[src/rtl/regfile_wb_arbiter.sv]
// regfile_wb_arbiter: sole owner of the register-memory write port; round-robin ALU/load writeback, x0 drop, zero sweep.
// Latency: handshake at edge N drives rf_we/rf_rd/rf_wdata after edge N, memory captures them at edge N+1; 1 write/cycle.
// Backpressure: combinational readys, at most one high; both low during a sweep and on the clear_req cycle; loser holds.
module regfile_wb_arbiter #(
  parameter int DATA_W  = 64,
  parameter int IDX_W   = 6,
  parameter int NREGS   = 32,
  parameter int ZERO_X0 = 1
) (
  input  logic              clk,
  input  logic              rst_n,
  input  logic              clear_req,
  input  logic              wb0_valid,
  input  logic [IDX_W-1:0]  wb0_rd,
  input  logic [DATA_W-1:0] wb0_data,
  output logic              wb0_ready,
  input  logic              wb1_valid,
  input  logic [IDX_W-1:0]  wb1_rd,
  input  logic [DATA_W-1:0] wb1_data,
  output logic              wb1_ready,
  output logic              rf_we,
  output logic [IDX_W-1:0]  rf_rd,
  output logic [DATA_W-1:0] rf_wdata,
  output logic              busy,
  output logic              clear_done
);

  // Index bits that actually address a register; anything above is ignored.
  localparam int AW = (NREGS > 1) ? $clog2(NREGS) : 1;

  typedef enum logic {
    S_CLEAR = 1'b0,
    S_RUN   = 1'b1
  } state_t;

  state_t             state;
  state_t             state_nxt;
  logic [IDX_W-1:0]   idx;
  logic [IDX_W-1:0]   idx_nxt;
  logic               clear_last;

  // rr_last: 0 = wb0 won the last handshake, 1 = wb1 won it.
  logic               rr_last;
  logic               grant0;
  logic               grant1;
  logic               hs;
  logic [AW-1:0]      sel_idx;
  logic [DATA_W-1:0]  sel_data;
  logic               sel_drop;

  // Upper index bits carry no address information; keep them referenced.
  logic [2*IDX_W-1:0] rd_unused;
  assign rd_unused = {wb0_rd, wb1_rd};

  assign clear_last = (idx == IDX_W'(NREGS - 1));

  // State register: reset lands in CLEAR at index 0 so the file is zeroed first.
  always_ff @(posedge clk or negedge rst_n) begin
    if (!rst_n) begin
      state <= S_CLEAR;
      idx   <= '0;
    end else begin
      state <= state_nxt;
      idx   <= idx_nxt;
    end
  end

  // Next-state: sweep runs to NREGS-1 then RUN; clear_req in RUN restarts the sweep.
  always_comb begin
    state_nxt = state;
    idx_nxt   = idx;
    case (state)
      S_CLEAR: begin
        if (clear_last) begin
          state_nxt = S_RUN;
          idx_nxt   = '0;
        end else begin
          idx_nxt = idx + IDX_W'(1);
        end
      end
      S_RUN: begin
        if (clear_req) begin
          state_nxt = S_CLEAR;
          idx_nxt   = '0;
        end
      end
      default: begin
        state_nxt = S_CLEAR;
        idx_nxt   = '0;
      end
    endcase
  end

  // Output decode: round-robin grant in RUN, suppressed by a sweep or a clear request.
  always_comb begin
    grant0 = 1'b0;
    grant1 = 1'b0;
    if (state == S_RUN && !clear_req) begin
      if (wb0_valid && wb1_valid) begin
        grant0 = rr_last;
        grant1 = !rr_last;
      end else begin
        grant0 = wb0_valid;
        grant1 = wb1_valid;
      end
    end
  end

  assign wb0_ready = grant0;
  assign wb1_ready = grant1;
  assign busy      = (state == S_CLEAR);

  // Winner's payload; only the addressing bits of rd are kept.
  assign hs       = grant0 | grant1;
  assign sel_idx  = grant1 ? wb1_rd[AW-1:0] : wb0_rd[AW-1:0];
  assign sel_data = grant1 ? wb1_data : wb0_data;
  assign sel_drop = (ZERO_X0 != 0) && (sel_idx == '0);

  // Write-port register: sweep writes zero to idx, otherwise forward the winner.
  // A dropped x0 write behaves like no write: rf_rd/rf_wdata keep their values.
  always_ff @(posedge clk or negedge rst_n) begin
    if (!rst_n) begin
      rf_we      <= 1'b0;
      rf_rd      <= '0;
      rf_wdata   <= '0;
      clear_done <= 1'b0;
      rr_last    <= 1'b1;
    end else begin
      clear_done <= (state == S_CLEAR) && clear_last;
      if (state == S_CLEAR) begin
        rf_we    <= 1'b1;
        rf_rd    <= idx;
        rf_wdata <= '0;
      end else if (hs) begin
        rr_last <= grant1;
        rf_we   <= !sel_drop;
        if (!sel_drop) begin
          rf_rd    <= IDX_W'(sel_idx);
          rf_wdata <= sel_data;
        end
      end else begin
        rf_we <= 1'b0;
      end
    end
  end

`ifndef SYNTHESIS
  // Grants are mutually exclusive and never given while sweeping.
  a_one_grant : assert property (@(posedge clk) disable iff (!rst_n)
    !(wb0_ready && wb1_ready));
  a_no_grant_busy : assert property (@(posedge clk) disable iff (!rst_n)
    busy |-> !(wb0_ready || wb1_ready));
`endif

endmodule
[config.mk]
export PLATFORM = sky130hd
export DESIGN_NAME = regfile_wb_arbiter
export DESIGN_NICKNAME = d
export VERILOG_FILES = /design/src/rtl/regfile_wb_arbiter.sv
export SDC_FILE = /design/constraint.sdc
export NUM_CORES = 1
export LEC_CHECK = 0
export CORE_MARGIN = 2
export CORE_UTILIZATION = 41
export CTS_BUF_LIST = sky130_fd_sc_hd__clkbuf_2 sky130_fd_sc_hd__clkbuf_4 sky130_fd_sc_hd__clkbuf_8
export DETAILED_ROUTE_END_ITERATION = 7
export PLACE_DENSITY = 0.82
export RECOVER_POWER = 25
export SETUP_SLACK_MARGIN = 0.1
export SLEW_MARGIN = 5
export SYNTH_ARGS = -nofsm -noshare
export SYNTH_HDL_FRONTEND = slang
export SYNTH_SLANG_ARGS = --single-unit
export TNS_END_PERCENT = 5
[constraint.sdc]
create_clock -name clk -period 2.5 [get_ports clk]
set_clock_uncertainty 0.1 [all_clocks]
set_input_delay 0.75 -clock clk [delete_from_list [all_inputs] [get_ports clk]]
set_output_delay 0.75 -clock clk [all_outputs]
set_load 0.02 [all_outputs]
Word-level counts from Yosys, hierarchy flattened
Index checks and enable logic that the tools add are counted.
{ "totals": {"ff_bits": 80, "out_inout_bits": 75} }
{ "classes": {"addsub": 1, "n_eq_ne": 4, "muxes": 20, "n_bitwise": 2, "reduce_logical": 9} }
{ "ops": {"columns": ["operator", "n"], "rows": [
  ["64-bit 2-to-1 mux", 4],
  ["6-bit 2-to-1 mux", 5],
  ["6-bit one-hot mux with 2 select lines", 1],
  ["1-bit 2-to-1 mux", 8],
  ["6-bit by 1-bit adder with 6-bit output, second input constant", 1],
  ["6-bit by 5-bit equality test with 1-bit output, second input constant", 1],
  ["5-bit logical NOT", 1],
  ["5-bit 2-to-1 mux", 1],
  ["2-bit inequality test, second input constant", 2],
  ["2-bit AND reduction", 2],
  ["1-bit logical AND", 3],
  ["1-bit logical NOT", 3],
  ["2-bit by 1-bit inequality test with 1-bit output, second input constant", 1],
  ["1-bit one-hot mux with 2 select lines", 1],
  ["1-bit inverter", 1],
  ["1-bit OR", 1]
]} }

Depth between registers and ports, before layout
Gate-level depths: netlist of the first run.
{ "depth": {"depth_word": 8, "depth_mapped": 10, "depth_no_buf": 5} }

Least setup slack after synthesis of the first run
Ideal clock, no wire load.
{ "synth_timing": {"path_type": "input -> register", "from": "input clear_req", "to": "register rf_wdata[31]", "arrival_ps": 2196, "path_slack_ps": 124, "path_stages": 9, "path_buffers": 5, "path_cell_list": "buf_4 > and3b_1 > buf_6 > a2111oi_4 > a211o_1 > buf_4 > buf_12 > buf_8 > mux2i_1"} }
{ "synth_between": {"elab_chain_cells": 7} }
{ "synth_lines": {"columns": ["item", "line", "rtl"], "rows": [
  ["start: declaration", "12", "input logic clear_req,"],
  ["1-bit logical NOT (*)", "98", "if (state == S_RUN && !clear_req) begin"],
  ["1-bit logical AND (*)", "98", null],
  ["1-bit 2-to-1 mux", "98", null],
  ["5-bit 2-to-1 mux / 64-bit 2-to-1 mux (equally long branches)", "115, 116", null],
  ["5-bit logical NOT / 64-bit 2-to-1 mux (equally long branches)", "117, 137", null],
  ["2-bit inequality test (no source line) / 64-bit 2-to-1 mux (equally long branches)", null, null],
  ["2-bit AND reduction (no source line) / 64-bit 2-to-1 mux (equally long branches)", null, null],
  ["end signal: assignment", "139", "rf_wdata <= sel_data;"],
  ["end: declaration", "23", "output logic [DATA_W-1:0] rf_wdata,"]
]} }
Mark *: on every way between the ends. The rest lies on a longest branch, timed or not. The select of a mux whose other input is x is not followed.
A chain may end at the register's enable or synchronous reset.

Worst setup path after layout of the first run
{ "layout_timing": {"from": "input wb1_valid", "to": "register rf_wdata[54]"} }
{ "layout_between": {"elab_chain_cells": 7} }
{ "layout_lines": {"columns": ["item", "line", "rtl"], "rows": [
  ["start: declaration", "17", "input logic wb1_valid,"],
  ["1-bit logical AND", "99", "if (wb0_valid && wb1_valid) begin"],
  ["1-bit 2-to-1 mux", "99", null],
  ["1-bit 2-to-1 mux", "98", null],
  ["5-bit 2-to-1 mux / 64-bit 2-to-1 mux (equally long branches)", "115, 116", null],
  ["5-bit logical NOT / 64-bit 2-to-1 mux (equally long branches)", "117, 137", null],
  ["2-bit inequality test (no source line) / 64-bit 2-to-1 mux (equally long branches)", null, null],
  ["2-bit AND reduction (no source line) / 64-bit 2-to-1 mux (equally long branches)", null, null]
]} }
Parallel ways exist; a longest one is shown, timed or not. The select of a mux whose other input is x is not followed.

==> results of run 1 <==
## stage by stage
| stage | setup WS, ns | std cells |
|---|---|---|
| CTS | 0.0844 | 768 |
| finish | 0.131 | 772 |
| global route | 0.0786 | 772 |
| global placement | -0.564 | 746 |
| detailed placement | -0.575 | 746 |
| floorplan | 0.124 | 391 |
## worst max-delay path, delay by kind of cell
family,cells,cell delay (ns)
simple gates,1,0.23
mux,1,0.20
buf+inv,4,0.76
compound gates,2,0.58
## path summary, 6_finish.rpt
path / startpoint / slack (ns) / cells past startpoint / endpoint
max in group asynchronous: rst_n / 0.67 / 2 / rf_wdata[60]
min in group clk: rr_last / 0.39 / 2 / rr_last
setup / recovery: wb1_valid / 0.13 / 8 / rf_wdata[54]
setup reg to reg: state / 0.23 / 5 / rf_rd[2]
hold / removal: rst_n / 0.39 / 1 / rf_rd[4]
hold reg to reg: rr_last / 0.39 / 2 / rr_last
## layout make-up
class	count	share of cell area, %
Inverter	2	0.105
Sequential cell	80	28.1
Clock inverter	5	0.788
Clock buffer	11	2.03
Tap cell	136	2.38
Timing Repair Buffer	256	36.8
Multi-Input combinational cell	282	29.9
## report_power, final
part	switching, mW	total, mW	leakage (nW)	internal [mW]
logic	0.583	1.27	2.64	0.692
clock network	0.464	0.963	0.103	0.499
registers	0.130	1.58	1.08	1.45
total	1.18	3.82	3.82	2.64
## metal layers
metal | up-vias | GRT usage [%]
met2 | 142 | 41.5
met1 | 1934 | 24.5
met5 | - | 0
met3 | 14 | 5.29
met4 | 0 | 5.01
li1 | 1862 | -
## kinds of logic after synthesis
| group | Yosys count |
|---|---|
| flip-flops | 80 |
| AND/OR/NAND/NOR | 114 |
| AO/OA/AOI/OAI | 34 |
| multiplexers | 130 |
| buffers and inverters | 29 |
| XOR/XNOR | 3 |
| adder cells (fa/ha/maj) | 1 |
## placed cells by master (no fill, tap or decap), types with 4 or more instances in the layout
master	synthesis	routed
buf_4	4	28
a21oi_1	6	6
clkdlybuf4s50_1	0	208
mux2i_1	129	128
nand3_1	6	6
o21ai_0	6	6
clkbuf_8	0	10
dfrtp_1	79	78
nor4_1	4	4
buf_16	0	5
nand2_1	77	76
nor2_1	6	6
and2_1	6	6
## sequential cells by signal, summed over array words and instances, names as in the netlist
| name | cells |
|---|---|
| rf_rd | 6 |
| rf_we | 1 |
| state | 1 |
| rf_wdata | 64 |
| idx | 6 |
| rr_last | 1 |
| clear_done | 1 |
## timing repair
action                                  in CTS  in global routing
endpoints found under the setup margin      69                 29
setup buffers                                3                  2
hold buffers                                 0                  0
gates resized for setup                     21                 12
gates cloned                                 3                  2
pin swaps                                    3                  3
==> results by group, run 1 <==
Outcome
  – Outcome: completed

Global route
  – Total GRT Usage: 21.8%
  – Total grt overflow: 0
  – Pin count of the biggest net entering global routing: 69
  – Initial antenna violation count: 0
  – First-pass GRT wire length: 19.8 mm
  – Vias in the first global route: 4,092

Synth
  – Sequential share of the synthesized area: 46.4%
  – Mapped cell area: 0.00432 mm²
  – Synth Area in Compound Gates: 5.85%
  – Most common cell in the synthesized netlist: mux2i_1
  – Synth warn: 0
  – Mux cell area share after synthesis: 30.2%
  – Largest family of logic cells by synthesized area: multiplexers
  – Yosys cell types: 48
  – Synth Area in Adders: 0.290%
  – Syn Nets: 537
  – Synth Instances: 391
  – Synth top cells by count: 129 x mux2i_1, 79 x dfrtp_1, 77 x nand2_1
  – Synthesized area per cell: 11.0 µm²
  – Leading area contributor after synthesis: dfrtp_1
  – Yosys top cell area share: 45.8%
  – #FFs+latches synth: 80
  – Post-synth EDFFs: 0
  – Post-Synth Simple-Gate Area: 11.7%
  – Synth Area in XOR/XNOR: 0.609%
  – Top_reg_cell synth: dfrtp_1
  – Post-synth ARST share: 100%
  – Main area contributors after synthesis: dfrtp_1 46%, mux2i_1 30%, nand2_1 6.7%

Flow run
  – Max-cap violations: 0

Route
  – DR vias: 3,952
  – Drt via density: 5.12
  – DRT Pass-1 Iters: 5
  – Highest routed layer: met4
  – DR WL met2: 6.93 mm
  – ANT nets after route: 0
  – WL met1: 4.94 mm
  – Residual DRC: 0
  – Detailed Route WL: 12.8 mm
  – WL/cell: 16.5 µm
  – Drt initial violations: 137
  – WL met3: 778 µm

Floorplanning
  – I/O Pins: 220
  – Row Count: 37
  – DIE HEIGHT: 107 µm
  – Starting Density: 42.0%
  – Core area: 0.0103 mm²
  – Die Width: 107 µm
  – DIE AREA: 0.0114 mm²

Timing
  – Setup TNS: 0 ns
  – Hold Worst Slack: 0.387 ns
  – Final worst path period share: 94.8%
  – Slew Limit Fails: 0
  – Endpoints failing setup: 0
  – Minimum clock period: 2.37 ns
  – Slew of the pin with the lowest slew margin: 0.810 ns
  – Final Hold Vio Count: 0
  – Fmax achieved: 0.422 GHz
  – RSZ-0062 raised after global routing: yes
  – Max-slew headroom: 46.0%

Layout
  – ANT cells: 0
  – Layout area overhead: 65.4%
  – FF/Latch Area: 0.00200 mm²
  – Fillcell total: 814
  – Layout cell share with drive strength beyond 1: 11.6%
  – Final Core Density: 69.5%
  – Fin area: 0.00714 mm²
  – Area occupied by multi-input gates: 0.00213 mm²
  – Nets: 777

Critical path
  – Crit path required time: 2.66 ns
  – Setup crit end kind: flop
  – Slowest cell on the critical path: a2111oi_4
  – Largest stage delay, worst path: 0.38 ns
  – Critical-path cell list: dlygate4sd2_1 > and3b_2 > buf_4 > a2111oi_4 > a211o_4 > buf_4 > clkbuf_16 > mux2i_1
  – Worst setup SP type: primary input
  – Most numerous cell on the critical path: buf_4
  – Worst EP arrival: 2.53 ns
  – Kind of critical path: in2reg
  – Crit path max fanout: 8

Power and ir drop
  – PnR Total Power: 3.82 mW
  – Pwr dens: 534 mW/mm²
  – Pleak: 3.82 nW
  – Max VDD drop: 0.292 mV

Clock tree
  – Clk root buf: clkbuf_8
  – CTS sink count: 80
  – Num CTS Buffers: 9
  – Clk pin slew, worst setup/hold paths: 0.09 ns
  – H-tree levels: 3
  – CTS tree: built
  – Latest clock arrival within the worst-skew pair: 0.33 ns
  – Max clock buf depth: 2

Placement
  – Placed cell area: 0.00672 mm²
  – DP Wirelength: 9.29 mm
  – RePlAce Congestion: 0.876
  – Buffers on Ports: 217

Hold path
  – Hold Crit Class: in2async
Note: power is estimated with default switching activity, not from simulation.
==> inputs of run 2 (changes only) <==
--- a/config.mk
+++ b/config.mk
@@ -5,10 +5,12 @@
 export SDC_FILE = /design/constraint.sdc
 export NUM_CORES = 1
 export LEC_CHECK = 0
+export CAP_MARGIN = 20
 export CORE_MARGIN = 2
 export CORE_UTILIZATION = 41
 export CTS_BUF_LIST = sky130_fd_sc_hd__clkbuf_2 sky130_fd_sc_hd__clkbuf_4 sky130_fd_sc_hd__clkbuf_8
 export DETAILED_ROUTE_END_ITERATION = 7
+export GPL_ROUTABILITY_DRIVEN = 1
 export PLACE_DENSITY = 0.82
 export RECOVER_POWER = 25
 export SETUP_SLACK_MARGIN = 0.1
==> results of run 2 <==
The final DEF is identical to that of run 1; final timing and power are the same.
==> inputs of run 3 (changes only) <==
--- a/config.mk
+++ b/config.mk
@@ -5,7 +5,6 @@
 export SDC_FILE = /design/constraint.sdc
 export NUM_CORES = 1
 export LEC_CHECK = 0
-export CAP_MARGIN = 20
 export CORE_MARGIN = 2
 export CORE_UTILIZATION = 41
 export CTS_BUF_LIST = sky130_fd_sc_hd__clkbuf_2 sky130_fd_sc_hd__clkbuf_4 sky130_fd_sc_hd__clkbuf_8
@@ -14,6 +13,7 @@
 export PLACE_DENSITY = 0.82
 export RECOVER_POWER = 25
 export SETUP_SLACK_MARGIN = 0.1
+export SKIP_LAST_GASP = 1
 export SLEW_MARGIN = 5
 export SYNTH_ARGS = -nofsm -noshare
 export SYNTH_HDL_FRONTEND = slang
==> constraint.sdc (replaced) <==
create_clock -name clk -period 2.4 [get_ports clk]
set_clock_uncertainty 0.1 [all_clocks]
set_input_delay 0.72 -clock clk [delete_from_list [all_inputs] [get_ports clk]]
set_output_delay 0.72 -clock clk [all_outputs]
set_load 0.02 [all_outputs]
==> run 3 against run 2 <==
Effect of this change:
- core utilization about the same
- total power increased by 4.1%
- combinational power increased by 4%
- highest routed layer unchanged
- sequential share of layout area about the same
- final cell count unchanged
- design area about the same
- global-route usage increased by 0.65 points
- die area unchanged
- largest cell class unchanged
- worst hold slack improved by 0.011 ns
- clock-buffer cell count unchanged
- setup slack got worse by 0.011 ns
==> results by group, run 3 (synthesis gave the netlist of run 1 again) <==
Outcome
  – Outcome: completed (unchanged)

Clock tree
  – H-tree levels: 3 (unchanged)
  – # hold bufs at CTS: 0 (unchanged)
  – Clk root buf: clkbuf_8 (unchanged)
  – Max clock buf depth: 2 (unchanged)
  – CTS sink count: 80 (unchanged)
  – CTS tree: built (unchanged)
  – Num CTS Buffers: 9 (unchanged)
  – Latest clock arrival within the worst-skew pair: 0.33 ns (about the same)
  – Clk pin slew, worst setup/hold paths: 0.07 ns (was 0.09 ns)

Route
  – DR vias: 3,919 (was 3,952)
  – Detailed Route WL: 12.8 mm (about the same)
  – Drt via density: 5.08 (was 5.12)
  – DRT Pass-1 Iters: 4 (was 5)
  – WL/cell: 16.5 µm (about the same)
  – Drt initial violations: 138 (was 137)
  – ANT nets after route: 0 (unchanged)
  – Residual DRC: 0 (unchanged)

Critical path
  – Kind of critical path: in2out (was in2reg)
  – Worst setup SP type: primary input (unchanged)
  – Slowest cell on the critical path: dlygate4sd2_1 (was a2111oi_4)
  – Worst EP arrival: 1.46 ns (was 2.53 ns)
  – Crit path required time: 1.58 ns (was 2.66 ns)
  – Buf+Inv Stages, Crit Path: 3 (was 4)
  – Critical path's top delay family: buffers and inverters (unchanged)
  – Largest stage delay, worst path: 0.25 ns (was 0.38 ns)
  – Setup crit end kind: output port (was flop)
  – Crit path max fanout: 2 (was 8)
  – Critical-path cell list: dlygate4sd2_1 > and3b_2 > nand2_4 > inv_2 > buf_4 (was dlygate4sd2_1 > and3b_2 > buf_4 > a2111oi_4 > a211o_4 > buf_4 > clkbuf_16 > mux2i_1)

Layout
  – Max reg flops: 64 (unchanged)
  – Top flop regs: rf_wdata: 64 flops, idx: 6 flops, rf_rd: 6 flops (unchanged)
  – Layout cell share with drive strength beyond 1: 11.3% (was 11.6%)
  – Post-route insts no fill: 772 (unchanged)
  – Layout area overhead: 65.3% (was 65.4%)
  – Commonest non-fill, non-tap cell in the layout: clkdlybuf4s50_1 (unchanged)
  – Reg with most FFs: rf_wdata (unchanged)
  – Nets: 777 (unchanged)
  – Highest-count cells in the layout ignoring fill and taps: 204 x clkdlybuf4s50_1, 129 x mux2i_1, 78 x dfrtp_1 (was 208 x clkdlybuf4s50_1, 128 x mux2i_1, 78 x dfrtp_1)
  – ANT cells: 0 (unchanged)

Floorplanning
  – I/O Pins: 220 (unchanged)
  – Die Width: 107 µm (unchanged)
  – Row Count: 37 (unchanged)
  – Core area: 0.0103 mm² (unchanged)
  – DIE HEIGHT: 107 µm (unchanged)
  – DIE AREA: 0.0114 mm² (unchanged)
  – Starting Density: 42.0% (unchanged)

Global route
  – Pin count of the biggest net entering global routing: 36 (was 69)
  – Initial antenna violation count: 0 (unchanged)
  – Total grt overflow: 0 (unchanged)
  – Vias in the first global route: 4,140 (was 4,092)
  – Total GRT Usage: 22.5% (was 21.8%)
  – First-pass GRT wire length: 20.3 mm (was 19.8 mm)

Timing
  – Fmax achieved: 0.439 GHz
  – Max-slew headroom: 12.2% (was 46.0%)
  – Slew of the pin with the lowest slew margin: 1.32 ns (was 0.810 ns)
  – Final Hold Vio Count: 0 (unchanged)
  – Setup TNS: 0 ns (unchanged)
  – Final worst path period share: 95.0%
  – Setup WS post-layout: 0.120 ns (was 0.131 ns)
  – Endpoints failing setup: 0 (unchanged)
  – Minimum clock period: 2.28 ns
  – Slew Limit Fails: 0 (unchanged)
  – RSZ-0062 raised after global routing: yes (unchanged)

Placement
  – Cell total after placement: 749 (was 746)
  – Post-place setup slack: -0.612 ns (was -0.575 ns)
  – Buffers on Ports: 217 (unchanged)
  – RePlAce Congestion: 0.882 (was 0.876)
  – DP Wirelength: 9.30 mm (was 9.29 mm)

Power and ir drop
  – Max VDD drop: 0.318 mV (was 0.292 mV)
  – Logic gate share of total power: 33.2% (was 33.4%)
  – Switching share of power: 30.8% (about the same)
  – Pint: 2.75 mW (was 2.64 mW)
  – Clock power share: 25.3% (was 25.2%)
  – NetSw: 1.22 mW (was 1.18 mW)
  – Pleak: 3.85 nW (was 3.82 nW)
  – Pwr dens: 556 mW/mm² (was 534 mW/mm²)
  – Seq pwr share: 41.5% (was 41.4%)

Flow run
  – Max-cap violations: 0 (unchanged)

Hold path
  – Hold Crit Class: reg2reg (was in2async)
-- run 3: power by group through the flow --
stage | sequential [mW] | clock [mW] | combinational (mW)
3_3_place_gp | 1.66 | 0 | 1.25
6_report | 1.65 | 1.00 | 1.32
2_1_floorplan | 1.75 | 0 | 0.547
4_1_cts | 1.65 | 1.03 | 1.33
5_1_grt | 1.67 | 1.09 | 1.41
3_5_place_dp | 1.67 | 0 | 1.28
-- run 3: what timing repair did --
action                                  4_1_cts  5_1_grt
resized for setup                            24       11
endpoints found under the setup margin       68       60
pin swaps                                     3        5
buffers inserted                              3        0
gates cloned                                  4        0
-- run 3: final cells by class --
cell class,count,area (µm²)
fillers,780,3140
repair buffers,256,2620
multi-input cells,282,2140
flip-flops and latches,80,2000
well taps,136,170
clock buffers,11,145
clock inverters,5,56.3
inverters,2,7.51
-- run 3: final timing paths --
path / start / endpoint / slack (ns) / depth (start not counted)
min in group asynchronous: rst_n / rf_wdata[23] / 0.55 / 1
setup reg to reg: state / rf_wdata[43] / 0.27 / 8
hold / removal: rr_last / rr_last / 0.40 / 2
hold reg to reg: rr_last / rr_last / 0.40 / 2
max in group asynchronous: rst_n / rr_last / 0.38 / 2
setup / recovery: wb1_valid / wb1_ready / 0.12 / 5
-- run 3: tightest hold or removal path, delay by kind of cell, from the launching register on --
kind | cells | cell delay (ns)
simple gates | 2 | 0.11
flops | 1 | 0.39
-- run 3: through the flow --
stage          hold WS, ns  power, mW  utilization, %  instance area, µm²
2_1_floorplan        0.324       2.30               -                4330
3_3_place_gp         0.365       2.91            65.7                6760
3_5_place_dp         0.378       2.95            65.7                6760
4_1_cts              0.168       4.01            69.4                7130
5_1_grt              0.417       4.17            69.5                7140
6_report             0.398       3.97            69.5                7140
-- run 3: layer usage --
metal | routed length, µm | GRT usage (%) | vias to the layer above
li1 | - | - | 1856
met1 | 4870 | 24.7 | 1858
met2 | 6680 | 42.2 | 179
met3 | 944 | 5.05 | 26
met4 | 277 | 8.07 | 0
met5 | 0 | 0 | -
